===== src/rtl/imem_loader_if.sv =====
`default_nettype none
// ============================================================================
// Module   : imem_loader_if
// Brief    : Byte-stream handshake and instruction-memory write port bundle.
// Revision : 1.0
// ============================================================================
interface imem_loader_if #(
  parameter int unsigned ADDR_W = 10
);
  logic [7:0]        in_data;
  logic              in_valid;
  logic              in_ready;
  logic              mem_we;
  logic [ADDR_W-1:0] mem_addr;
  logic [31:0]       mem_wdata;

  // slave: the loader side (consumes the stream, drives memory writes)
  modport slave (
    input  in_data, in_valid,
    output in_ready, mem_we, mem_addr, mem_wdata
  );

  // master: the environment side (byte source and memory sink)
  modport master (
    output in_data, in_valid,
    input  in_ready, mem_we, mem_addr, mem_wdata
  );
endinterface
`default_nettype wire


===== src/rtl/imem_loader.sv =====
`default_nettype none
// ============================================================================
// Module   : imem_loader
// Brief    : Framed byte-stream loader writing big-endian words into imem;
//            holds the CPU in reset until a complete image is written.
//            Optional trailing XOR checksum: IMEM_LOADER_CHECKSUM_EN.
// Revision : 1.0
// ============================================================================
module imem_loader #(
  parameter int unsigned ADDR_W = 10,
  parameter logic [7:0]  MAGIC  = 8'hA5
) (
  input  logic            clk,
  input  logic            rst,
  imem_loader_if.slave    bus,
  output logic            cpu_rst,
  output logic            done,
  output logic            error
);

  localparam int unsigned   LEN_W  = ADDR_W + 1;
  localparam logic [31:0]   C_CAP  = 32'd1 << ADDR_W;
  localparam logic [LEN_W-1:0] C_ONE = LEN_W'(1);

  localparam logic [2:0] S_IDLE   = 3'd0;
  localparam logic [2:0] S_LEN_HI = 3'd1;
  localparam logic [2:0] S_LEN_LO = 3'd2;
  localparam logic [2:0] S_DATA   = 3'd3;
`ifdef IMEM_LOADER_CHECKSUM_EN
  localparam logic [2:0] S_CHK    = 3'd4;
`endif
  localparam logic [2:0] S_DONE   = 3'd5;
  localparam logic [2:0] S_ERR    = 3'd6;

  logic [2:0]        state_q,     state_d;
  logic [7:0]        len_hi_q,    len_hi_d;
  logic [LEN_W-1:0]  len_q,       len_d;
  logic [LEN_W-1:0]  word_cnt_q,  word_cnt_d;
  logic [1:0]        byte_cnt_q,  byte_cnt_d;
  // Only the three most recent bytes need keeping; the fourth arrives live.
  logic [23:0]       shift_q,     shift_d;
  logic              mem_we_q,    mem_we_d;
  logic [ADDR_W-1:0] mem_addr_q,  mem_addr_d;
  logic [31:0]       mem_wdata_q, mem_wdata_d;
  logic              in_ready_q,  in_ready_d;
  logic              done_q,      done_d;
  logic              error_q,     error_d;
  logic              cpu_rst_q,   cpu_rst_d;
`ifdef IMEM_LOADER_CHECKSUM_EN
  logic [7:0]        csum_q,      csum_d;
`endif

  logic        w_fire;
  logic [15:0] w_len_raw;
  logic [31:0] w_word_next;
  logic        w_last_word;

  assign w_fire      = bus.in_valid && in_ready_q;
  assign w_len_raw   = {len_hi_q, bus.in_data};
  assign w_word_next = {shift_q, bus.in_data};
  assign w_last_word = (word_cnt_q + C_ONE) == len_q;

  always_comb begin
    state_d     = state_q;
    len_hi_d    = len_hi_q;
    len_d       = len_q;
    word_cnt_d  = word_cnt_q;
    byte_cnt_d  = byte_cnt_q;
    shift_d     = shift_q;
    mem_we_d    = 1'b0;
    mem_addr_d  = mem_addr_q;
    mem_wdata_d = mem_wdata_q;
`ifdef IMEM_LOADER_CHECKSUM_EN
    csum_d      = csum_q;
`endif
    if (w_fire) begin
      case (state_q)
        S_IDLE: begin
          if (bus.in_data == MAGIC) state_d = S_LEN_HI;
        end
        S_LEN_HI: begin
          len_hi_d = bus.in_data;
          state_d  = S_LEN_LO;
        end
        S_LEN_LO: begin
          len_d      = LEN_W'(w_len_raw);
          word_cnt_d = '0;
          byte_cnt_d = '0;
`ifdef IMEM_LOADER_CHECKSUM_EN
          csum_d     = '0;
`endif
          if (w_len_raw == 16'd0 || 32'(w_len_raw) > C_CAP) state_d = S_ERR;
          else                                              state_d = S_DATA;
        end
        S_DATA: begin
          shift_d    = w_word_next[23:0];
          byte_cnt_d = byte_cnt_q + 2'd1;
`ifdef IMEM_LOADER_CHECKSUM_EN
          csum_d     = csum_q ^ bus.in_data;
`endif
          if (byte_cnt_q == 2'd3) begin
            mem_we_d    = 1'b1;
            mem_addr_d  = word_cnt_q[ADDR_W-1:0];
            mem_wdata_d = w_word_next;
            word_cnt_d  = word_cnt_q + C_ONE;
            if (w_last_word) begin
`ifdef IMEM_LOADER_CHECKSUM_EN
              state_d = S_CHK;
`else
              state_d = S_DONE;
`endif
            end
          end
        end
`ifdef IMEM_LOADER_CHECKSUM_EN
        S_CHK: begin
          state_d = (bus.in_data == csum_q) ? S_DONE : S_ERR;
        end
`endif
        default: ;
      endcase
    end
    // Status outputs are registered images of the next state.
    in_ready_d = !(state_d == S_DONE || state_d == S_ERR);
    done_d     = (state_d == S_DONE);
    error_d    = (state_d == S_ERR);
    cpu_rst_d  = (state_d != S_DONE);
  end

  always_ff @(posedge clk) begin
    if (rst) begin
      state_q     <= S_IDLE;
      len_hi_q    <= '0;
      len_q       <= '0;
      word_cnt_q  <= '0;
      byte_cnt_q  <= '0;
      shift_q     <= '0;
      mem_we_q    <= 1'b0;
      mem_addr_q  <= '0;
      mem_wdata_q <= '0;
      in_ready_q  <= 1'b1;
      done_q      <= 1'b0;
      error_q     <= 1'b0;
      cpu_rst_q   <= 1'b1;
`ifdef IMEM_LOADER_CHECKSUM_EN
      csum_q      <= '0;
`endif
    end else begin
      state_q     <= state_d;
      len_hi_q    <= len_hi_d;
      len_q       <= len_d;
      word_cnt_q  <= word_cnt_d;
      byte_cnt_q  <= byte_cnt_d;
      shift_q     <= shift_d;
      mem_we_q    <= mem_we_d;
      mem_addr_q  <= mem_addr_d;
      mem_wdata_q <= mem_wdata_d;
      in_ready_q  <= in_ready_d;
      done_q      <= done_d;
      error_q     <= error_d;
      cpu_rst_q   <= cpu_rst_d;
`ifdef IMEM_LOADER_CHECKSUM_EN
      csum_q      <= csum_d;
`endif
    end
  end

  assign bus.in_ready  = in_ready_q;
  assign bus.mem_we    = mem_we_q;
  assign bus.mem_addr  = mem_addr_q;
  assign bus.mem_wdata = mem_wdata_q;
  assign cpu_rst       = cpu_rst_q;
  assign done          = done_q;
  assign error         = error_q;

endmodule
`default_nettype wire


===== src/flat_wrapper.sv =====
// flat-port wrapper written by rule: the top's interface ports become plain ports
module imem_loader_flat 
#(
  parameter int unsigned ADDR_W = 10,
  parameter logic [7:0]  MAGIC  = 8'hA5
)
  (clk, rst, cpu_rst, done, error, bus_in_data, bus_in_valid, bus_in_ready, bus_mem_we, bus_mem_addr, bus_mem_wdata);
  imem_loader_if #(.ADDR_W(ADDR_W)) bus_i ();
  input  logic clk;
  input  logic rst;
  output logic cpu_rst;
  output logic done;
  output logic error;
  input wire logic [$bits(bus_i.in_data)-1:0] bus_in_data;
  input wire logic [$bits(bus_i.in_valid)-1:0] bus_in_valid;
  output wire logic [$bits(bus_i.in_ready)-1:0] bus_in_ready;
  output wire logic [$bits(bus_i.mem_we)-1:0] bus_mem_we;
  output wire logic [$bits(bus_i.mem_addr)-1:0] bus_mem_addr;
  output wire logic [$bits(bus_i.mem_wdata)-1:0] bus_mem_wdata;
  assign bus_i.in_data = bus_in_data;
  assign bus_i.in_valid = bus_in_valid;
  assign bus_in_ready = bus_i.in_ready;
  assign bus_mem_we = bus_i.mem_we;
  assign bus_mem_addr = bus_i.mem_addr;
  assign bus_mem_wdata = bus_i.mem_wdata;
  imem_loader #(.ADDR_W(ADDR_W), .MAGIC(MAGIC)) u_core (.clk(clk), .rst(rst), .bus(bus_i), .cpu_rst(cpu_rst), .done(done), .error(error));
endmodule

===== config.mk =====
export PLATFORM = sky130hd
export DESIGN_NAME = imem_loader_flat
export DESIGN_NICKNAME = d
export VERILOG_FILES = /design/src/rtl/imem_loader_if.sv /design/src/rtl/imem_loader.sv /design/src/flat_wrapper.sv
export SDC_FILE = /design/constraint.sdc
export NUM_CORES = 1
export LEC_CHECK = 0
export ABC_AREA = 1
export CAP_MARGIN = 20
export CORE_MARGIN = 2
export CORE_UTILIZATION = 33
export DETAILED_ROUTE_END_ITERATION = 12
export DONT_BUFFER_PORTS = 1
export HOLD_SLACK_MARGIN = 0.06
export PLACE_DENSITY = 0.5
export SLEW_MARGIN = 20
export SYNTH_ARGS = -nofsm -noshare
export SYNTH_HDL_FRONTEND = slang
export SYNTH_SLANG_ARGS = --single-unit

===== constraint.sdc =====
create_clock -name clk -period 3.7 [get_ports clk]
set_input_delay 0.555 -clock clk [delete_from_list [all_inputs] [get_ports clk]]
set_output_delay 0.555 -clock clk [all_outputs]
set_load 0.01 [all_outputs]

==> metrics.md, run 1 <==
| Metric | Value |
|---|---|
| Status | finished, final reports clean |
| Antenna-violating nets left | 0 |
| Drc violations | 0 |
| Critical path class | reg -> reg |
| Top-area cell type share of the netlist area | 50.3% |
| Fraction of layout cells with a size suffix above 1 | 7.68% |
| DR pass1 iterations | 4 |
| Clk_skew | 0.00508 ns |
| Die H | 117 um |
| Initial antenna violation count | 0 |
| Fin cells | 719 |
| GPL Wtd Cong | 0.828 |
| Number of port buffers | 0 |
| Io pins | 58 |
| Layout Nets | 556 |
| Simple-gate portion of the synthesized area | 21.7% |
| Wire per inst | 14.7 um |
| Post-Place Worst Slack | 1.44 ns |
| Synth area leaders | dfxtp_1, o21ai_0, a21oi_1 |
| Syn nets | 568 |
| Cell count after placement | 704 |
| TritonCTS clock tree | built |
| Peak VDD IR | 0.198 mV |
| Crit path max fanout | 25 |
| Vias in the first global route | 3254 |
| Period utilization | 60.6% |
| DR vias/cell | 4.89 |
| Worst setup margin | 1.46 ns |
| Die W | 117 um |
| DR vias | 3515 |
| Min cycle time layout | 2.24 ns |
| Setup TNS | 0 ns |
| Synth area leader | dfxtp_1 |
| Later-pin clock latency in the skew report | 0.35 ns |
| Average size of a mapped cell | 7.60 sq um |
| Compound-cell area share of the yosys netlist | 19.3% |
| #FFs+latches synth | 106 |
| Area delta synth->final | 10.1% |
| First-pass GRT wire length | 17100 um |
| FILL cells | 1334 |
| PwrDens | 468 nW/um^2 |
| Area of the core | 12600 sq um |
| Clock transition at the registers of the reported paths | 0.07 ns |
| RSZ-0062 raised after global routing | false |
| HPWL after DPL | 7140 um |
| Yosys warnings | 0 |
| Max Fclk | 446 MHz |
| Slew @ Worst Pin | 0.711 ns |
| Root Driver | clkbuf_16 |
| Gates resized, CTS repair | 0 |
| Hold_buf cts | 0 |
| Synth Cell Area | 4220 sq um |
| Crit. End Element | flip-flop |
| Post-synthesis cell type count | 27 |
| Most frequent cell after synthesis | dfxtp_1 |
| Slew headroom | 52.6% |
| Gr usage total | 16.3% |
| Largest net degree at the start of global routing | 79 |
| Xor and xnor area share after synthesis | 0% |
| WL final | 10600 um |
| H-Tree Depth | 3 |
| Total grt overflow | 0 |
| Inserted Diodes | 0 |
| Hold Crit Class | in -> reg |
| Post-synthesis adder-cell area fraction | 0.593% |
| Count of flip-flops with a built-in enable after synthesis | 0 |
| Mapped Cells | 555 |
| Starting Density | 33.6% |
| TritonCTS Buffers | 9 |
| Bufs on Longest Clock Path | 2 |
| Std-Cell Rows | 41 |
| Final setup fails | 0 |
| Worst EP required | 3.95 ns |
| Setup Buffers After CTS | 0 |
| Async S/R FF share, synth | 0% |
| Fin. Hold Viols | 0 |
| CP Launch Type | flip-flop |
| Fin. max-slew vios | 0 |
| Seq/Total Area, Yosys | 50.3% |
| DR iter-0 viols | 261 |
| Critical Path AT | 2.49 ns |
| Max Cap Viol | 0 |
| Ys flop type | dfxtp_1 |
| Clk sinks | 106 |
| Leakage power | 0.00182 uW |
| Synth top cells by count | dfxtp_1, nand2_1, o21ai_0, a21oi_1, nor2_1 |
| Die area | 13700 sq um |
| Multiplexer share of the synthesized area | 0% |
| Largest family of logic cells by synthesized area | simple AND/OR/NAND/NOR gates |
kinds of logic (layout without fill, tap and decap cells):
| group | count (synthesis) | in the layout |
|---|---|---|
| buffers and inverters | 86 | 78 |
| adder cells (fa/ha/maj) | 2 | 2 |
| AND/OR/NAND/NOR | 205 | 205 |
| flip-flops | 106 | 106 |
| AO/OA/AOI/OAI | 156 | 156 |
per-stage QoR:
step / hold slack (ns) / cell area, sq um / utilization [%] / total power (uW)
6_report: 0.270 / 4650 / 37.0 / 2180
5_1_grt: 0.254 / 4650 / 37.0 / 2260
4_1_cts: 0.259 / 4650 / 37.0 / 2200
3_5_place_dp: 0.455 / 4360 / 34.7 / 1260
3_3_place_gp: 0.447 / 4360 / 34.7 / 1260
2_1_floorplan: 0.436 / 4220 / - / 1250
routing by layer:
| layer | track usage (%) | share of wire (%) | vias to the layer above |
|---|---|---|---|
| met2 | 23.7 | 43 | 87 |
| met5 | 0 | 0 | - |
| met1 | 23.0 | 49 | 1608 |
| met3 | 4.74 | 6.3 | 12 |
| li1 | - | - | 1808 |
| met4 | 5.73 | 1.8 | 0 |
cell type report:
class / instances / area (sq um) / area share [%]
Clock buffer: 9 / 225 / 4.85
Sequential cell: 106 / 2120 / 45.7
Tap cell: 172 / 215 / 4.63
Multi-Input combinational cell: 363 / 1760 / 38.0
Timing Repair Buffer: 6 / 45.0 / 0.970
Inverter: 57 / 215 / 4.63
Clock inverter: 6 / 58.8 / 1.27
final timing paths:
check / startpoint / to / slack [ns] / cells past startpoint
min reg2reg: u_core.byte_cnt_q[1] / u_core.byte_cnt_q[1] / 0.47 / 2
min: rst / u_core.word_cnt_q[9] / 0.27 / 1
max: u_core.byte_cnt_q[0] / u_core.bus.in_ready / 1.46 / 12
max reg2reg: u_core.byte_cnt_q[0] / u_core.bus.in_ready / 1.46 / 12
critical path, cell delays in order (launching register included):
cell and delay (ns):
dfxtp_1 0.36, ha_1 0.26, nand3_1 0.15, nor2_4 0.45, nand3_1 0.17, nor2_2 0.13
nand2_1 0.05, nor2_1 0.11, nand3_2 0.13, nand2_1 0.10, nand2_2 0.07, nor2_4 0.12
nor2_2 0.03
registers in the layout, indices dropped and copies added (netlist names):
name and cells:
u_core.len_hi_q 8, u_core.done 1, u_core.bus.in_ready 1, u_core.cpu_rst 1, u_core.error 1, u_core.len_q 11, u_core.bus.mem_wdata 32, u_core.bus.mem_we 1
u_core.bus.mem_addr 10, u_core.byte_cnt_q 2, u_core.state_q 3, u_core.shift_q 24, u_core.word_cnt_q 11
power by group:
| part | switching, uW | leakage, uW | internal [uW] |
|---|---|---|---|
| logic | 55.4 | 0.000820 | 22.5 |
| registers | 8.26 | 0.000855 | 1150 |
| clock network | 419 | 0.000145 | 517 |
layout by cell type (no fill, tap or decap):
cell type / n
clkinv_4: 1
nor2_4: 3
nor3_1: 6
nand2_4: 1
clkinv_2: 5
nor2_1: 56
dfxtp_1: 106
nand2_2: 4
clkbuf_16: 9
nand3_2: 2
a211oi_1: 9
inv_2: 2
nand3b_1: 3
nand2_1: 81
inv_1: 53
ha_1: 2
o21ai_0: 75
o32ai_1: 2
nand3_1: 35
a21oi_1: 64
buf_4: 6
nor3_2: 1
o21ai_1: 5
nor2_2: 7
a32o_1: 1
nand4_1: 6
bufinv_16: 1
clkinv_1: 1
Note: power is estimated with default switching activity, not from simulation.
==> run 2, diff against run 1 <==
Settings changed: PLACE_DENSITY 0.5 to 0.51.
Clock period 3.7 ns to 1.9 ns, I/O delays scaled along.
==> run 2 against run 1 <==
Net effect:
- clock power rose by 110%
- setup slack lost 1.4 ns
- cell area rose by 5.2%
- hold slack got worse by 0.13 ns
- final cell count is 2.6% higher
- non-clock buffer count increased by 18
- flip-flop and latch count did not move
- wire length grew 1.6%
- sequential share of layout area shrank 2.1 points
- critical path type unchanged
- critical endpoint unchanged
- largest cell class unchanged
- highest routed layer unchanged
==> metrics.md, run 2 (same netlist as run 1, synthesis figures left out) <==
| Metric | Value |
|---|---|
| Die W | 117 um (unchanged) |
| Area of the multi-input gates | 1810 sq um (+2.5%) |
| Peak VDD IR | 0.485 mV (+140%) |
| Grt met1 use | 22.6% (-0.40 points) |
| GR peak layer | met2 |
| TritonCTS Buffers | 9 (unchanged) |
| Slew headroom | 25.7% (-27 points) |
| Antenna-violating nets left | 0 (unchanged) |
| Area delta synth->final | 15.8% |
| Min cycle time layout | 1.82 ns (-0.425 ns) |
| Commonest non-fill, non-tap cell in the layout | dfxtp_1 |
| Logic pwr share | 4.0% (+0.4 points) |
| Io pins | 58 (unchanged) |
| Area of the core | 12600 sq um (unchanged) |
| Starting Density | 33.6% (unchanged) |
| Std-Cell Rows | 41 (unchanged) |
| Number of port buffers | 0 (unchanged) |
| Clk sinks | 106 (unchanged) |
| DR vias | 3559 (+1.3%) |
| Die area | 13700 sq um (unchanged) |
| Initial antenna violation count | 0 (unchanged) |
| DR pass1 iterations | 4 (unchanged) |
| RSZ-0062 raised after global routing | true |
| Placed cell area | 4490 sq um (+2.9%) |
| Switching power | 978 uW (+100%) |
| Critical Path AT | 2.07 ns (-0.42 ns) |
| Die H | 117 um (unchanged) |
| DR vias/cell | 4.82 (-1.4%) |
| Layout Nets | 574 (+3.2%) |
| Crit path max fanout | 6 (-76%) |
| Gr usage total | 16.8% (+0.50 points) |
| Crit-path cells | nand3_2, nor2_4, nand3_1, nor2_2, nand2_1, nor2_1, nand3_2, nand2_2, nand2_4, nor2_4, nor2_2 |
| Vias in the first global route | 3337 (+2.6%) |
| Max Cap Viol | 0 (unchanged) |
| Final Cell Area | 4890 sq um (+5.2%) |
| Int Power | 3460 uW (+100%) |
| Met3 Track Usage GR | 6.49% (+1.8 points) |
| Max Fclk | 551 MHz (+23%) |
| Clk pwr share | 45.0% (+2.0 points) |
| Clk_skew | 0.00685 ns (+0.00177 ns) |
| Critical path buffers and inverters | 0 (unchanged) |
| Sequential share of power | 50.9% (-2.5 points) |
| Total grt overflow | 0 (unchanged) |
| CP Launch Type | flip-flop |
| Bufs on Longest Clock Path | 2 (unchanged) |
| Slew @ Worst Pin | 1.11 ns (+0.400 ns) |
| FILL cells | 1342 (+0.60%) |
| GPL Wtd Cong | 0.849 (+2.5%) |
| Critical path class | reg -> reg |
| Delay-heaviest family, CP | simple AND/OR/NAND/NOR gates |
| First-pass GRT wire length | 17400 um (+1.6%) |
| Status | finished, final reports clean |
| Fin. Hold Viols | 0 (unchanged) |
| Final setup fails | 0 (unchanged) |
| Switching share of power | 22.0% (-0.14 points) |
| Tot Pwr | 4440 uW (+100%) |
| Slowest cell on the critical path | dfxtp_1 |
| Clock transition at the registers of the reported paths | 0.07 ns (about the same) |
| Leakage power | 0.00195 uW (+7.3%) |
| Root Driver | clkbuf_16 |
| Drc violations | 0 (unchanged) |
| Max reg flops | 32 (unchanged) |
| Crit. End Element | flip-flop |
| Hold Crit Class | in -> reg |
| Period utilization | 95.6% (+35 points) |
| WL final | 10700 um (+1.6%) |
| Final hold slack | 0.136 ns (-0.134 ns) |
| H-Tree Depth | 3 (unchanged) |
| Worst EP required | 2.15 ns (-1.80 ns) |
| PwrDens | 909 nW/um^2 (+94%) |
| Fraction of layout cells with a size suffix above 1 | 13.1% (+5.4 points) |
| Met2 usage | 25.2% (+1.4 points) |
| Max incr delay on CP | 0.43 ns (-0.02 ns) |
| Reg area | 2130 sq um (+0.35%) |
| Later-pin clock latency in the skew report | 0.35 ns (about the same) |
| Wire per inst | 14.5 um (-1.0%) |
| DR iter-0 viols | 214 (-18%) |
| HPWL after DPL | 7530 um (+5.6%) |
| TritonCTS clock tree | built |
| Most frequent cells in the layout | dfxtp_1, nand2_1, o21ai_0 |
| Fin. max-slew vios | 0 (unchanged) |
| Largest net degree at the start of global routing | 32 (-59%) |
| Inserted Diodes | 0 (unchanged) |
run 2: changes by cell type in the layout (fill, tap and decap cells not counted), moves of 2 or more:
cell,delta
buf_4,+15
clkinv_2,-3
dfxtp_1,-6
dfxtp_2,+6
inv_2,+2
nand2_1,-2
nand2_4,+2
nand3_1,-2
nand3_2,+2
run 2: final cells by class:
class                      instances  area share (%)
multi-input combinational        363            37.0
clock buffer                      10            4.69
clock inverter                     6            1.84
sequential                       106            43.6
inverter                          57            4.40
timing repair buffer              24            4.07
tap                              172            4.40
run 2: per-stage QoR:
| step | TNS, ns | setup WS (ns) | instances | util (%) |
|---|---|---|---|---|
| floorplan | 0 | 0.195 | 555 | - |
| global placement | 0 | 0.106 | 719 | 35.7 |
| detailed placement | 0 | 0.0790 | 719 | 35.7 |
| CTS | 0 | 0.0630 | 736 | 38.3 |
| global route | -0.114 | -0.0940 | 738 | 38.9 |
| finish | 0 | 0.0843 | 738 | 38.9 |
run 2: repair_timing:
item	CTS	global route
endpoints found under the setup margin	0	6
resized for setup	0	18
buffers inserted	0	2
hold buffers	1	0
endpoints found under the hold margin	23	0
run 2: layer usage:
metal / up-vias / routed length (um)
met2: 71 / 4620
met5: - / 0
met1: 1624 / 5230
li1: 1855 / -
met3: 9 / 767
met4: 0 / 112
run 2: final timing paths:
kind                        from             endpoint  slack (ns)  cells past startpoint
max          u_core.bus.in_ready  u_core.bus.in_ready        0.08                     11
min               bus_in_data[1]    u_core.shift_q[1]        0.14                      2
max reg2reg  u_core.bus.in_ready  u_core.bus.in_ready        0.08                     11
min reg2reg   u_core.shift_q[19]   u_core.shift_q[19]        0.47                      2
run 2: worst reg2reg max path, stage by stage, from the launching register on:
cell and delay, ns:
dfxtp_1 0.43, nand3_2 0.20, nor2_4 0.20, nand3_1 0.11, nor2_2 0.11, nand2_1 0.05
nor2_1 0.12, nand3_2 0.16, nand2_2 0.13, nand2_4 0.06, nor2_4 0.12, nor2_2 0.03
run 2: power groups by stage:
stage          Combinational, uW  Clock (uW)  Sequential, uW
6_report                     179        2000            2260
5_1_grt                      201        2160            2260
4_1_cts                      177        2050            2260
3_5_place_dp                 165           0            2310
3_3_place_gp                 162           0            2310
2_1_floorplan                121           0            2310
==> run 3, diff against run 2 <==
Settings changed: SLEW_MARGIN 20 to 10.
==> results of run 3 <==
Same layout as run 2: the final DEF is identical, and so are final timing and power.
